===== config.mk =====
export PLATFORM = sky130hd
export DESIGN_NAME = multicycle_controller
export DESIGN_NICKNAME = d
export VERILOG_FILES = /design/src/rtl/riscv_mc_pkg.sv /design/src/rtl/multicycle_controller_alu_decoder.sv /design/src/rtl/multicycle_controller.sv
export SDC_FILE = /design/constraint.sdc
export NUM_CORES = 1
export LEC_CHECK = 0
export BUFFER_PORTS_ARGS = -buffer_cell sky130_fd_sc_hd__clkbuf_2
export CORE_MARGIN = 4
export CORE_UTILIZATION = 44
export CTS_CLUSTER_SIZE = 20
export DETAILED_ROUTE_END_ITERATION = 8
export GPL_TIMING_DRIVEN = 0
export PLACE_DENSITY = 0.78
export SYNTH_ARGS = -nofsm -noshare
export SYNTH_HDL_FRONTEND = slang
export SYNTH_SLANG_ARGS = --single-unit

===== constraint.sdc =====
create_clock -name Clk -period 2.9 [get_ports Clk]
set_clock_uncertainty 0.05 [all_clocks]
set_input_delay 0.87 -clock Clk [delete_from_list [all_inputs] [get_ports Clk]]
set_output_delay 0.87 -clock Clk [all_outputs]
set_load 0.05 [all_outputs]

===== src/rtl/riscv_mc_pkg.sv =====
`default_nettype none
// ============================================================================
// Module   : riscv_mc_pkg
// Brief    : Shared encodings for the multicycle RISC-V control path.
//            The TRAP state exists only when ILLEGAL_TRAP_EN is defined.
// Revision : 1.0 - initial release
// ============================================================================
package riscv_mc_pkg;

  typedef enum logic [3:0] {
    S_FETCH,
    S_DECODE,
    S_MEMADR,
    S_MEMREAD,
    S_MEMWB,
    S_MEMWRITE,
    S_EXECR,
    S_EXECI,
    S_ALUWB,
    S_BEQ,
    S_JAL
`ifdef ILLEGAL_TRAP_EN
    , S_TRAP
`endif
  } state_t;

  typedef enum logic [1:0] {
    ALUOP_ADD,
    ALUOP_SUB,
    ALUOP_FUNCT
  } aluop_t;

  localparam logic [6:0] OP_LW  = 7'b0000011;
  localparam logic [6:0] OP_SW  = 7'b0100011;
  localparam logic [6:0] OP_R   = 7'b0110011;
  localparam logic [6:0] OP_I   = 7'b0010011;
  localparam logic [6:0] OP_BEQ = 7'b1100011;
  localparam logic [6:0] OP_JAL = 7'b1101111;

  localparam logic [1:0] SRCA_PC    = 2'b00;
  localparam logic [1:0] SRCA_OLDPC = 2'b01;
  localparam logic [1:0] SRCA_A     = 2'b10;

  localparam logic [1:0] SRCB_WD    = 2'b00;
  localparam logic [1:0] SRCB_IMM   = 2'b01;
  localparam logic [1:0] SRCB_FOUR  = 2'b10;

  localparam logic [1:0] RES_ALU    = 2'b00;
  localparam logic [1:0] RES_DATA   = 2'b01;
  localparam logic [1:0] RES_ALUOUT = 2'b10;

  localparam logic [1:0] IMM_I = 2'b00;
  localparam logic [1:0] IMM_S = 2'b01;
  localparam logic [1:0] IMM_B = 2'b10;
  localparam logic [1:0] IMM_J = 2'b11;

  localparam logic [2:0] ALU_ADD = 3'b000;
  localparam logic [2:0] ALU_SUB = 3'b001;
  localparam logic [2:0] ALU_AND = 3'b010;
  localparam logic [2:0] ALU_OR  = 3'b011;
  localparam logic [2:0] ALU_SLT = 3'b101;

endpackage
`default_nettype wire


===== src/rtl/multicycle_controller_alu_decoder.sv =====
`default_nettype none
// ============================================================================
// Module   : alu_decoder
// Brief    : Maps the FSM's ALUOp plus funct fields onto an ALUControl code.
// Revision : 1.0 - initial release
// ============================================================================
module alu_decoder
  import riscv_mc_pkg::*;
(
  input  aluop_t     aluop_i,
  input  logic [2:0] fun3_i,
  input  logic       fun75_i,
  input  logic       op5_i,
  output logic [2:0] alu_control_o
);

  always_comb begin
    alu_control_o = ALU_ADD;
    case (aluop_i)
      ALUOP_ADD: alu_control_o = ALU_ADD;
      ALUOP_SUB: alu_control_o = ALU_SUB;
      ALUOP_FUNCT: begin
        case (fun3_i)
          // Op[5] separates R-type sub from addi, whose Instr[30] is immediate data
          3'b000:  alu_control_o = (fun75_i && op5_i) ? ALU_SUB : ALU_ADD;
          3'b010:  alu_control_o = ALU_SLT;
          3'b110:  alu_control_o = ALU_OR;
          3'b111:  alu_control_o = ALU_AND;
          default: alu_control_o = ALU_ADD;
        endcase
      end
      default: alu_control_o = ALU_ADD;
    endcase
  end

endmodule
`default_nettype wire


===== src/rtl/multicycle_controller.sv =====
`default_nettype none
// ============================================================================
// Module   : multicycle_controller
// Brief    : Moore control FSM for the multicycle RISC-V core (lw, sw, R, I,
//            beq, jal). Define ILLEGAL_TRAP_EN to add the TRAP state and the
//            IllegalInstr output.
// Revision : 1.0 - initial release
// ============================================================================
module multicycle_controller
  import riscv_mc_pkg::*;
(
  input  logic       Clk,
  input  logic       Reset,
  input  logic [6:0] Op,
  input  logic [2:0] Fun3,
  input  logic       Fun75,
  input  logic       Zero,
  output logic       PCWrite,
  output logic       AdrSrc,
  output logic       MemWrite,
  output logic       IRWrite,
  output logic       RegWrite,
  output logic [1:0] ResultSrc,
  output logic [1:0] ALUSrcA,
  output logic [1:0] ALUSrcB,
  output logic [1:0] ImmSrc,
  output logic [2:0] ALUControl
`ifdef ILLEGAL_TRAP_EN
  ,
  output logic       IllegalInstr
`endif
);

  state_t state_q, state_d;
  aluop_t w_aluop;
  logic   w_branch;
  logic   w_pc_update;

  always_ff @(posedge Clk) begin
    if (Reset) state_q <= S_FETCH;
    else       state_q <= state_d;
  end

  always_comb begin
    state_d     = state_q;
    w_aluop     = ALUOP_ADD;
    w_branch    = 1'b0;
    w_pc_update = 1'b0;
    AdrSrc      = 1'b0;
    MemWrite    = 1'b0;
    IRWrite     = 1'b0;
    RegWrite    = 1'b0;
    ResultSrc   = RES_ALU;
    ALUSrcA     = SRCA_PC;
    ALUSrcB     = SRCB_WD;
`ifdef ILLEGAL_TRAP_EN
    IllegalInstr = 1'b0;
`endif
    case (state_q)
      S_FETCH: begin
        IRWrite     = 1'b1;
        w_pc_update = 1'b1;
        ALUSrcB     = SRCB_FOUR;
        state_d     = S_DECODE;
      end
      S_DECODE: begin
        ALUSrcA = SRCA_OLDPC;
        ALUSrcB = SRCB_IMM;
        case (Op)
          OP_LW, OP_SW: state_d = S_MEMADR;
          OP_R:         state_d = S_EXECR;
          OP_I:         state_d = S_EXECI;
          OP_BEQ:       state_d = S_BEQ;
          OP_JAL:       state_d = S_JAL;
`ifdef ILLEGAL_TRAP_EN
          default:      state_d = S_TRAP;
`else
          default:      state_d = S_FETCH;
`endif
        endcase
      end
      S_MEMADR: begin
        ALUSrcA = SRCA_A;
        ALUSrcB = SRCB_IMM;
        state_d = (Op == OP_LW) ? S_MEMREAD : S_MEMWRITE;
      end
      S_MEMREAD: begin
        AdrSrc    = 1'b1;
        ResultSrc = RES_ALUOUT;
        state_d   = S_MEMWB;
      end
      S_MEMWB: begin
        ResultSrc = RES_DATA;
        RegWrite  = 1'b1;
        state_d   = S_FETCH;
      end
      S_MEMWRITE: begin
        AdrSrc    = 1'b1;
        ResultSrc = RES_ALUOUT;
        MemWrite  = 1'b1;
        state_d   = S_FETCH;
      end
      S_EXECR: begin
        ALUSrcA = SRCA_A;
        w_aluop = ALUOP_FUNCT;
        state_d = S_ALUWB;
      end
      S_EXECI: begin
        ALUSrcA = SRCA_A;
        ALUSrcB = SRCB_IMM;
        w_aluop = ALUOP_FUNCT;
        state_d = S_ALUWB;
      end
      S_ALUWB: begin
        ResultSrc = RES_ALUOUT;
        RegWrite  = 1'b1;
        state_d   = S_FETCH;
      end
      S_BEQ: begin
        ALUSrcA   = SRCA_A;
        w_aluop   = ALUOP_SUB;
        ResultSrc = RES_ALUOUT;
        w_branch  = 1'b1;
        state_d   = S_FETCH;
      end
      S_JAL: begin
        ALUSrcA     = SRCA_OLDPC;
        ALUSrcB     = SRCB_FOUR;
        ResultSrc   = RES_ALUOUT;
        w_pc_update = 1'b1;
        state_d     = S_ALUWB;
      end
`ifdef ILLEGAL_TRAP_EN
      S_TRAP: begin
        IllegalInstr = 1'b1;
        state_d      = S_TRAP;
      end
`endif
      default: state_d = S_FETCH;
    endcase

    // Reset presents the FETCH selects but suppresses every write enable
    if (Reset) begin
      w_aluop     = ALUOP_ADD;
      w_branch    = 1'b0;
      w_pc_update = 1'b0;
      AdrSrc      = 1'b0;
      MemWrite    = 1'b0;
      IRWrite     = 1'b0;
      RegWrite    = 1'b0;
      ResultSrc   = RES_ALU;
      ALUSrcA     = SRCA_PC;
      ALUSrcB     = SRCB_FOUR;
`ifdef ILLEGAL_TRAP_EN
      IllegalInstr = 1'b0;
`endif
    end
  end

  assign PCWrite = w_pc_update | (w_branch & Zero);

  always_comb begin
    ImmSrc = IMM_I;
    case (Op)
      OP_LW, OP_I: ImmSrc = IMM_I;
      OP_SW:       ImmSrc = IMM_S;
      OP_BEQ:      ImmSrc = IMM_B;
      OP_JAL:      ImmSrc = IMM_J;
      default:     ImmSrc = IMM_I;
    endcase
  end

  alu_decoder u_alu_decoder (
    .aluop_i       (w_aluop),
    .fun3_i        (Fun3),
    .fun75_i       (Fun75),
    .op5_i         (Op[5]),
    .alu_control_o (ALUControl)
  );

endmodule
`default_nettype wire


==> impl_metrics.csv, run 1 <==
group,metric,value,unit
outcome,status,"finished clean",
worst_setup_path,r2r_slack,1.48,ns
floorplan,die_w,44.72,microns
place,post-dp-hpwl,1366,microns
worst_setup_path,critPathMaxStageDelay,0.16,ns
yosys,synth_top_area_share,0.1350,
yosys,ys_types,38,
detailed_routing,vias_per_cell,5.809,
clock_tree,cts_sinks,4,
worst_setup_path,cp.required,1.98,ns
yosys,syn_area_per_cell,7.233,sq um
global_routing,gr-total-overflow,0,
floorplan,num_rows,12,
timing,relSlewSlack,0.6788,
place,place_area,843.3,sq um
power_and_ir_drop,internal_power,0.1298,mW
detailed_routing,num_vias,761,
cells_and_area,num_antenna_cells,0,
power_and_ir_drop,p_clk_frac,0.330,
clock_tree,cts_buffers,3,
power_and_ir_drop,ir_drop,0.1971,mV
cells_and_area,instances_no_fill,131,
clock_tree,worstSkewPairLatency,0.23,ns
floorplan,core,1186,sq um
clock_tree,clockBufferDepth,2,
worst_setup_path,crit_buf_inv,3,
cells_and_area,final_area,958.4,sq um
power_and_ir_drop,comb_power_share,0.374,
place,place_congestion,0.8768,
detailed_routing,post_drt_wl_per_cell,14.14,microns
yosys,synth_top_area_cell,"dfxtp_1",
worst_setup_path,cp_max_fo,3,
place,dp.cells,125,
yosys,synth_most_common_cell,"nor3_1",
timing,setup_violations,0,
floorplan,dieArea,1999,sq um
timing,grt_setup_unrepaired,"yes",
worst_setup_path,cp_slowest_cell,"and2_4",
worst_setup_path,cpMostUsedCell,"buf_8",
worst_setup_path,crit_start,"Reset",
yosys,synth_area,593.1,sq um
yosys,syn-instance-count,82,
timing,slew_violations,0,
worst_setup_path,crit_chain,"buf_8 -> buf_6 -> nor2_4 -> and2_4 -> ha_4 -> nor2b_4 -> o21ai_2 -> a21oi_4 -> buf_8",
worst_setup_path,arrival,1.96,ns
floorplan,ios,30,
min_path,hold_depth,2,
global_routing,antenna_found_initial,0,
worst_setup_path,endpoint,"ALUControl[0]",
cells_and_area,top_register,"state_q",
power_and_ir_drop,power_density,209.9,nW/um^2
detailed_routing,first_pass_iters,4,
power_and_ir_drop,p_seq_frac,0.296,
worst_setup_path,r2r-end,"state_q[1]$_SDFF_PP0_",
worst_setup_path,cp.depth,9,
detailed_routing,ant_nets,0,
worst_setup_path,cp-end-kind,"output pin",
clock_tree,cts.clk_slew.worst_paths,0.04,ns
clock_tree,cts_tree,"done",
timing,finalHoldViolCount,0,
yosys,synth_area_leaders,"dfxtp_1 (14%), nor3_1 (8.4%), nand2b_1 (6.3%), nand3b_1 (6.3%), xor2_1 (4.4%)",
yosys,synth_warnings,0,
timing,finalCritPeriodShare,0.9942,
clock_tree,htree_levels,1,
flow_run,drv_cap,0,
yosys,synthArstFlopShare,0,
min_path,hp-class,"register to register",
worst_setup_path,cpLargestDelayFamily,"simple AND/OR/NAND/NOR gates",
timing,max_freq,346.8,MHz
cells_and_area,drive_gt1_frac,0.4872,
global_routing,grt_pass1_vias,670,
cells_and_area,area_delta_synth_final,61.60,%
detailed_routing,initialDrtViolationCount,18,
power_and_ir_drop,cellLeakagePower,0.4024,nW
worst_setup_path,rr_worst_depth,3,
floorplan,die_h,44.72,microns
timing,worst_pin_slew,0.4818,ns
global_routing,grt_use_total,0.1903,
clock_tree,hold_buffers,0,
yosys,synth_edf_count,0,
yosys,yosys_most_used_dff,"dfxtp_1",
yosys,synth_common_cells,"nor3_1 (10), nand2b_1 (6), a21oi_1 (5), nand3b_1 (5)",
cells_and_area,fin_nets,135,
power_and_ir_drop,p_sw_frac,0.3546,
yosys,synth-seq-area-share,0.1350,
clock_tree,cts_root_buf,"clkbuf_4",
timing,setup_slack,0.01671,ns
worst_setup_path,reg2reg_from,"state_q[0]$_SDFF_PP0_",
worst_setup_path,cp-start-kind,"input pin",
power_and_ir_drop,power,0.2011,mW
global_routing,grt_first_pass_wirelength,2939,microns
cells_and_area,n_fill_cell,90,
power_and_ir_drop,p_sw,0.07132,mW
yosys,ys_seq_elements,4,
place,pre_cts_slack,-0.2460,ns
timing,period_needed,2.883,ns
yosys,synth_fp_nets,98,
place,portBuffers,29,
cells_and_area,largest_register_ffs,4,
floorplan,start_util,0.5000,
detailed_routing,routed_wl,1852,microns
worst_setup_path,critPathKind,"input pin to output pin",
global_routing,grt_max_degree,11,
cells_and_area,reg.largest.list,"state_q: 4 flops",
detailed_routing,route.detailed.drc,0,
metal layers:
layer  share of wire  wire length [microns]  vias up  GRT usage
met4               0                      0        0    0.05422
met5               0                      0        -          0
li1                -                      -      383          -
met3           0.073                    135        0   0.003984
met2            0.50                    920       37     0.2980
met1            0.43                    796      341     0.2823
metrics by stage:
stage          hold WS, ns   TNS [ns]  utilization
6_report            0.6390          0       0.8080
5_1_grt             0.6935   -0.05077       0.8080
4_1_cts             0.6385  -0.004545       0.7838
3_5_place_dp        0.6285    -0.5695       0.7110
3_3_place_gp        0.6323    -0.4422       0.7110
2_1_floorplan       0.5352    -0.6405            -
layout make-up:
class	instances	area, sq um	share of cell area
Timing Repair Buffer	32	209.0	0.2180
Inverter	2	7.507	0.007833
Buffer	6	36.28	0.03786
Multi-Input combinational cell	70	584.3	0.6097
Sequential cell	4	81.33	0.08486
Clock buffer	3	22.52	0.02350
Tap cell	14	17.52	0.01828
worst reg2reg max path, cell delays in order (launching register included):
cell	delay, ns
dfxtp_2	0.35
or4b_1	0.53
a211oi_1	0.27
o21a_1	0.15
cell families after synthesis:
family,Yosys count,share of synthesized area
xor gates and xnor gates,4,0.05908
AOI/OAI and AO/OA,20,0.2426
muxes,1,0.01899
DFF,4,0.1350
and+or+nand+nor,43,0.4494
adders and majority gates,2,0.04219
buffers and inverters,8,0.05274
cell usage in the layout (no fill, tap or decap), types with 2 or more instances in the layout:
| cell | synthesis | final |
|---|---|---|
| clkbuf_2 | 0 | 26 |
| nand2b_1 | 6 | 6 |
| nor3_1 | 10 | 6 |
| nand3b_1 | 5 | 5 |
| clkbuf_4 | 0 | 5 |
| a21oi_1 | 5 | 4 |
| nor3_2 | 0 | 3 |
| nand2_1 | 4 | 3 |
| xor2_1 | 3 | 3 |
| o21a_1 | 3 | 3 |
| buf_8 | 0 | 3 |
| buf_4 | 0 | 3 |
| dfxtp_1 | 4 | 3 |
| clkbuf_1 | 3 | 2 |
| inv_1 | 2 | 2 |
| and3b_1 | 2 | 2 |
| or3b_1 | 2 | 2 |
| nor2_1 | 3 | 2 |
power groups by stage:
stage / logic (mW) / clock network, mW / registers, mW
6_report: 0.0751 / 0.0665 / 0.0595
2_1_floorplan: 0.0456 / 0 / 0.0591
4_1_cts: 0.0732 / 0.0696 / 0.0591
3_3_place_gp: 0.0675 / 0 / 0.0600
5_1_grt: 0.0809 / 0.0729 / 0.0597
3_5_place_dp: 0.0690 / 0 / 0.0600
worst min-delay path by stage:
stage / from / to / slack, ns
after global placement: state_q[2]$_SDFF_PP0_ / state_q[0]$_SDFF_PP0_ / 0.63
after floorplan: state_q[2]$_SDFF_PP0_ / state_q[0]$_SDFF_PP0_ / 0.54
after CTS: state_q[2]$_SDFF_PP0_ / state_q[0]$_SDFF_PP0_ / 0.64
after global routing: state_q[2]$_SDFF_PP0_ / state_q[0]$_SDFF_PP0_ / 0.69
after detailed placement: state_q[2]$_SDFF_PP0_ / state_q[0]$_SDFF_PP0_ / 0.63
final: state_q[2]$_SDFF_PP0_ / state_q[0]$_SDFF_PP0_ / 0.64
repair_timing:
item,4_1_cts,5_1_grt
gates resized for setup,14,9
setup endpoints to repair,3,5
setup buffers,1,2
pin swaps,2,3
Power figures use the tool's default switching activity.
==> inputs of run 2 (changes only) <==
- SYNTH_HIERARCHICAL: default -> 1
==> run 2 against run 1 <==
Against the previous run:
- the flow now finishes with violations (setup timing)
- synthesized area fell by 1.1%
- design area increased by 3.9%
- power up 5.9%
- worst setup slack worse by 0.032 ns
- final cell count increased by 0.76%
- combinational power is 18% higher
- non-clock buffer count grew 1
- sequential power down 1%
- critical path depth fell by 4
- synthesized cell count down 1.2%
==> impl_metrics.csv, run 2 <==
group,metric,value,unit
outcome,status,"finished with violations",
outcome,violations,"setup timing",
clock_tree,worstSkewPairLatency,0.23,ns
power_and_ir_drop,comb_power_share,0.416,
global_routing,antenna_found_initial,0,
yosys,synth_fp_nets,97,
timing,period_needed,2.915,ns
yosys,synth_area_leaders,"dfxtp_1 (14%), nor3_1 (6.0%), nor2_1 (5.8%), a21oi_1 (5.1%), xor2_1 (4.5%)",
power_and_ir_drop,internal_power,0.1370,mW
yosys,synthSimpleGateAreaFrac,0.4456,
floorplan,die_w,44.52,microns
yosys,synth_warnings,6,
detailed_routing,vias_per_cell,5.871,
place,post-dp-hpwl,1387,microns
yosys,synth_most_common_cell,"nor2_1",
clock_tree,htree_levels,1,
yosys,syn_area_per_cell,7.245,sq um
yosys,ys_types,37,
min_path,hp-class,"register to register",
detailed_routing,first_pass_iters,4,
yosys,synth_compound_area_frac,0.2431,
floorplan,dieArea,1982,sq um
floorplan,die_h,44.52,microns
worst_setup_path,cp.required,1.98,ns
yosys,synth_top_family_by_area,"simple AND/OR/NAND/NOR gates",
cells_and_area,regArea,81.33,sq um
timing,grt_setup_unrepaired,"yes",
place,place_congestion,0.7879,
detailed_routing,initialDrtViolationCount,11,
yosys,ys_seq_elements,4,
timing,tns,-0.01490,ns
timing,finalCritPeriodShare,1.005,
power_and_ir_drop,cellLeakagePower,0.4296,nW
detailed_routing,post_drt_wl_per_cell,14.85,microns
worst_setup_path,cp-end-kind,"output pin",
cells_and_area,layout_common_cells,"clkbuf_2 (22), nor2_1 (8), buf_4 (7)",
detailed_routing,num_vias,775,
timing,slew_violations,0,
cells_and_area,n_fill_cell,80,
flow_run,drv_cap,0,
timing,worst_pin_slew,0.2852,ns
worst_setup_path,cp-start-kind,"input pin",
power_and_ir_drop,p_clk_frac,0.308,
cells_and_area,largest_register_ffs,4,
yosys,synth_common_cells,"nor2_1 (9), nor3_1 (7), a21oi_1 (6), inv_1 (5)",
global_routing,grt_max_degree,11,
global_routing,grt_use_total,0.2153,
detailed_routing,routed_wl,1960,microns
cells_and_area,drive_gt1_frac,0.5424,
yosys,yosys_most_used_dff,"dfxtp_1",
clock_tree,cts.clk_slew.worst_paths,0.04,ns
worst_setup_path,rr_worst_depth,3,
yosys,synthAdderAreaFrac,0.04264,
clock_tree,cts_buffers,3,
yosys,synth-seq-area-share,0.1365,
yosys,synth_edf_count,0,
floorplan,ios,30,
yosys,synthMuxAreaShare,0,
place,portBuffers,29,
cells_and_area,multiInputGateArea,568.0,sq um
yosys,synth_top_area_cell,"dfxtp_1",
floorplan,core,1186,sq um
power_and_ir_drop,ir_drop,0.3380,mV
power_and_ir_drop,p_sw_frac,0.3567,
timing,setup_slack,-0.01490,ns
timing,max_freq,343.1,MHz
yosys,synth_xor_area_frac,0.05970,
timing,finalHoldViolCount,0,
cells_and_area,final_area,996.0,sq um
worst_setup_path,cp_max_fo,4,
detailed_routing,route.detailed.drc,0,
yosys,synth_top_area_share,0.1365,
cells_and_area,reg.largest.list,"state_q: 4 flops",
power_and_ir_drop,power_density,213.8,nW/um^2
clock_tree,cts_sinks,4,
global_routing,grt_pass1_vias,731,
min_path,hold_depth,2,
worst_setup_path,arrival,1.99,ns
yosys,synthArstFlopShare,0,
global_routing,gr-total-overflow,0,
timing,setup_violations,1,
cells_and_area,fin_nets,136,
global_routing,grt_first_pass_wirelength,3174,microns
yosys,syn-instance-count,81,
cells_and_area,top_register,"state_q",
worst_setup_path,critPathKind,"input pin to output pin",
clock_tree,cts_root_buf,"clkbuf_4",
cells_and_area,area_delta_synth_final,69.72,%
clock_tree,clockBufferDepth,2,
detailed_routing,ant_nets,0,
power_and_ir_drop,p_seq_frac,0.276,
clock_tree,cts_tree,"done",
cells_and_area,num_antenna_cells,0,
timing,relSlewSlack,0.8107,
cells_and_area,layout_commonest_cell,"clkbuf_2",
place,place_area,860.8,sq um
yosys,synth_area,586.8,sq um
floorplan,start_util,0.4947,
power_and_ir_drop,p_sw,0.07596,mW
floorplan,num_rows,12,
## run 2: cell types whose count changed in the layout (fill, tap and decap cells not counted), moves of 3 or more
cell	before	now
nor2_1	2	8
buf_4	3	7
clkbuf_2	26	22
nand2b_1	6	2
o21a_1	3	0
## run 2: power groups by stage
stage,combinational [mW],sequential [mW],clock [mW]
6_report,0.0886,0.0587,0.0656
5_1_grt,0.0948,0.0589,0.0732
4_1_cts,0.0830,0.0583,0.0689
3_5_place_dp,0.0772,0.0591,0
3_3_place_gp,0.0759,0.0589,0
2_1_floorplan,0.0536,0.0585,0
## run 2: layout make-up
cell class | count | share of cell area
multi-input cells | 67 | 0.5704
repair buffers | 35 | 0.2613
flip-flops and latches | 4 | 0.08166
plain buffers | 4 | 0.02764
clock buffers | 3 | 0.02261
inverters | 5 | 0.01884
well taps | 14 | 0.01759
## run 2: cell families after synthesis
kind of cell,count (synthesis)
flops,4
xor+xnor,4
compound gates,18
buf+inv,10
fa+ha+maj,2
simple gates,43
## run 2: worst paths after layout
path | endpoint | slack, ns | from
hold / removal | state_q[0]$_SDFF_PP0_ | 0.60 | state_q[0]$_SDFF_PP0_
setup / recovery | ALUControl[2] | -0.01 | Reset
hold reg to reg | state_q[0]$_SDFF_PP0_ | 0.60 | state_q[0]$_SDFF_PP0_
setup reg to reg | state_q[0]$_SDFF_PP0_ | 1.59 | state_q[1]$_SDFF_PP0_
## run 2: what timing repair did
| action | 4_1_cts | 5_1_grt |
|---|---|---|
| endpoints found under the hold margin | 0 | 0 |
| pin swaps | 4 | 5 |
| buffers inserted | 3 | 3 |
| endpoints found under the setup margin | 4 | 4 |
| hold buffers | 0 | 0 |
| gates resized for setup | 11 | 20 |
## run 2: per-layer routing
layer,routed length [microns],part of all wire,vias up,GRT usage
met2,1050,0.54,22,0.3725
met4,25,0.013,0,0.1265
met5,0,0,-,0
met1,788,0.40,369,0.2447
met3,96,0.049,4,0.03252
li1,-,-,380,-
## run 2: stage by stage
step	power, mW	hold WS (ns)	utilization	setup slack, ns	instances
final	0.2129	0.6013	0.8397	-0.01490	132
after global routing	0.2269	0.6295	0.8397	-0.07749	132
after CTS	0.2102	0.6362	0.8080	-0.1837	130
after detailed placement	0.1363	0.6317	0.7257	-0.2880	124
after global placement	0.1348	0.6127	0.7257	-0.2392	124
after floorplan	0.1121	0.5621	-	-0.1703	81
## run 2: worst max-delay path, cell delays in order
cell and delay, ns:
buf_12 0.11, nor3b_4 0.25, ha_4 0.26, nor4b_4 0.32, buf_8 0.19
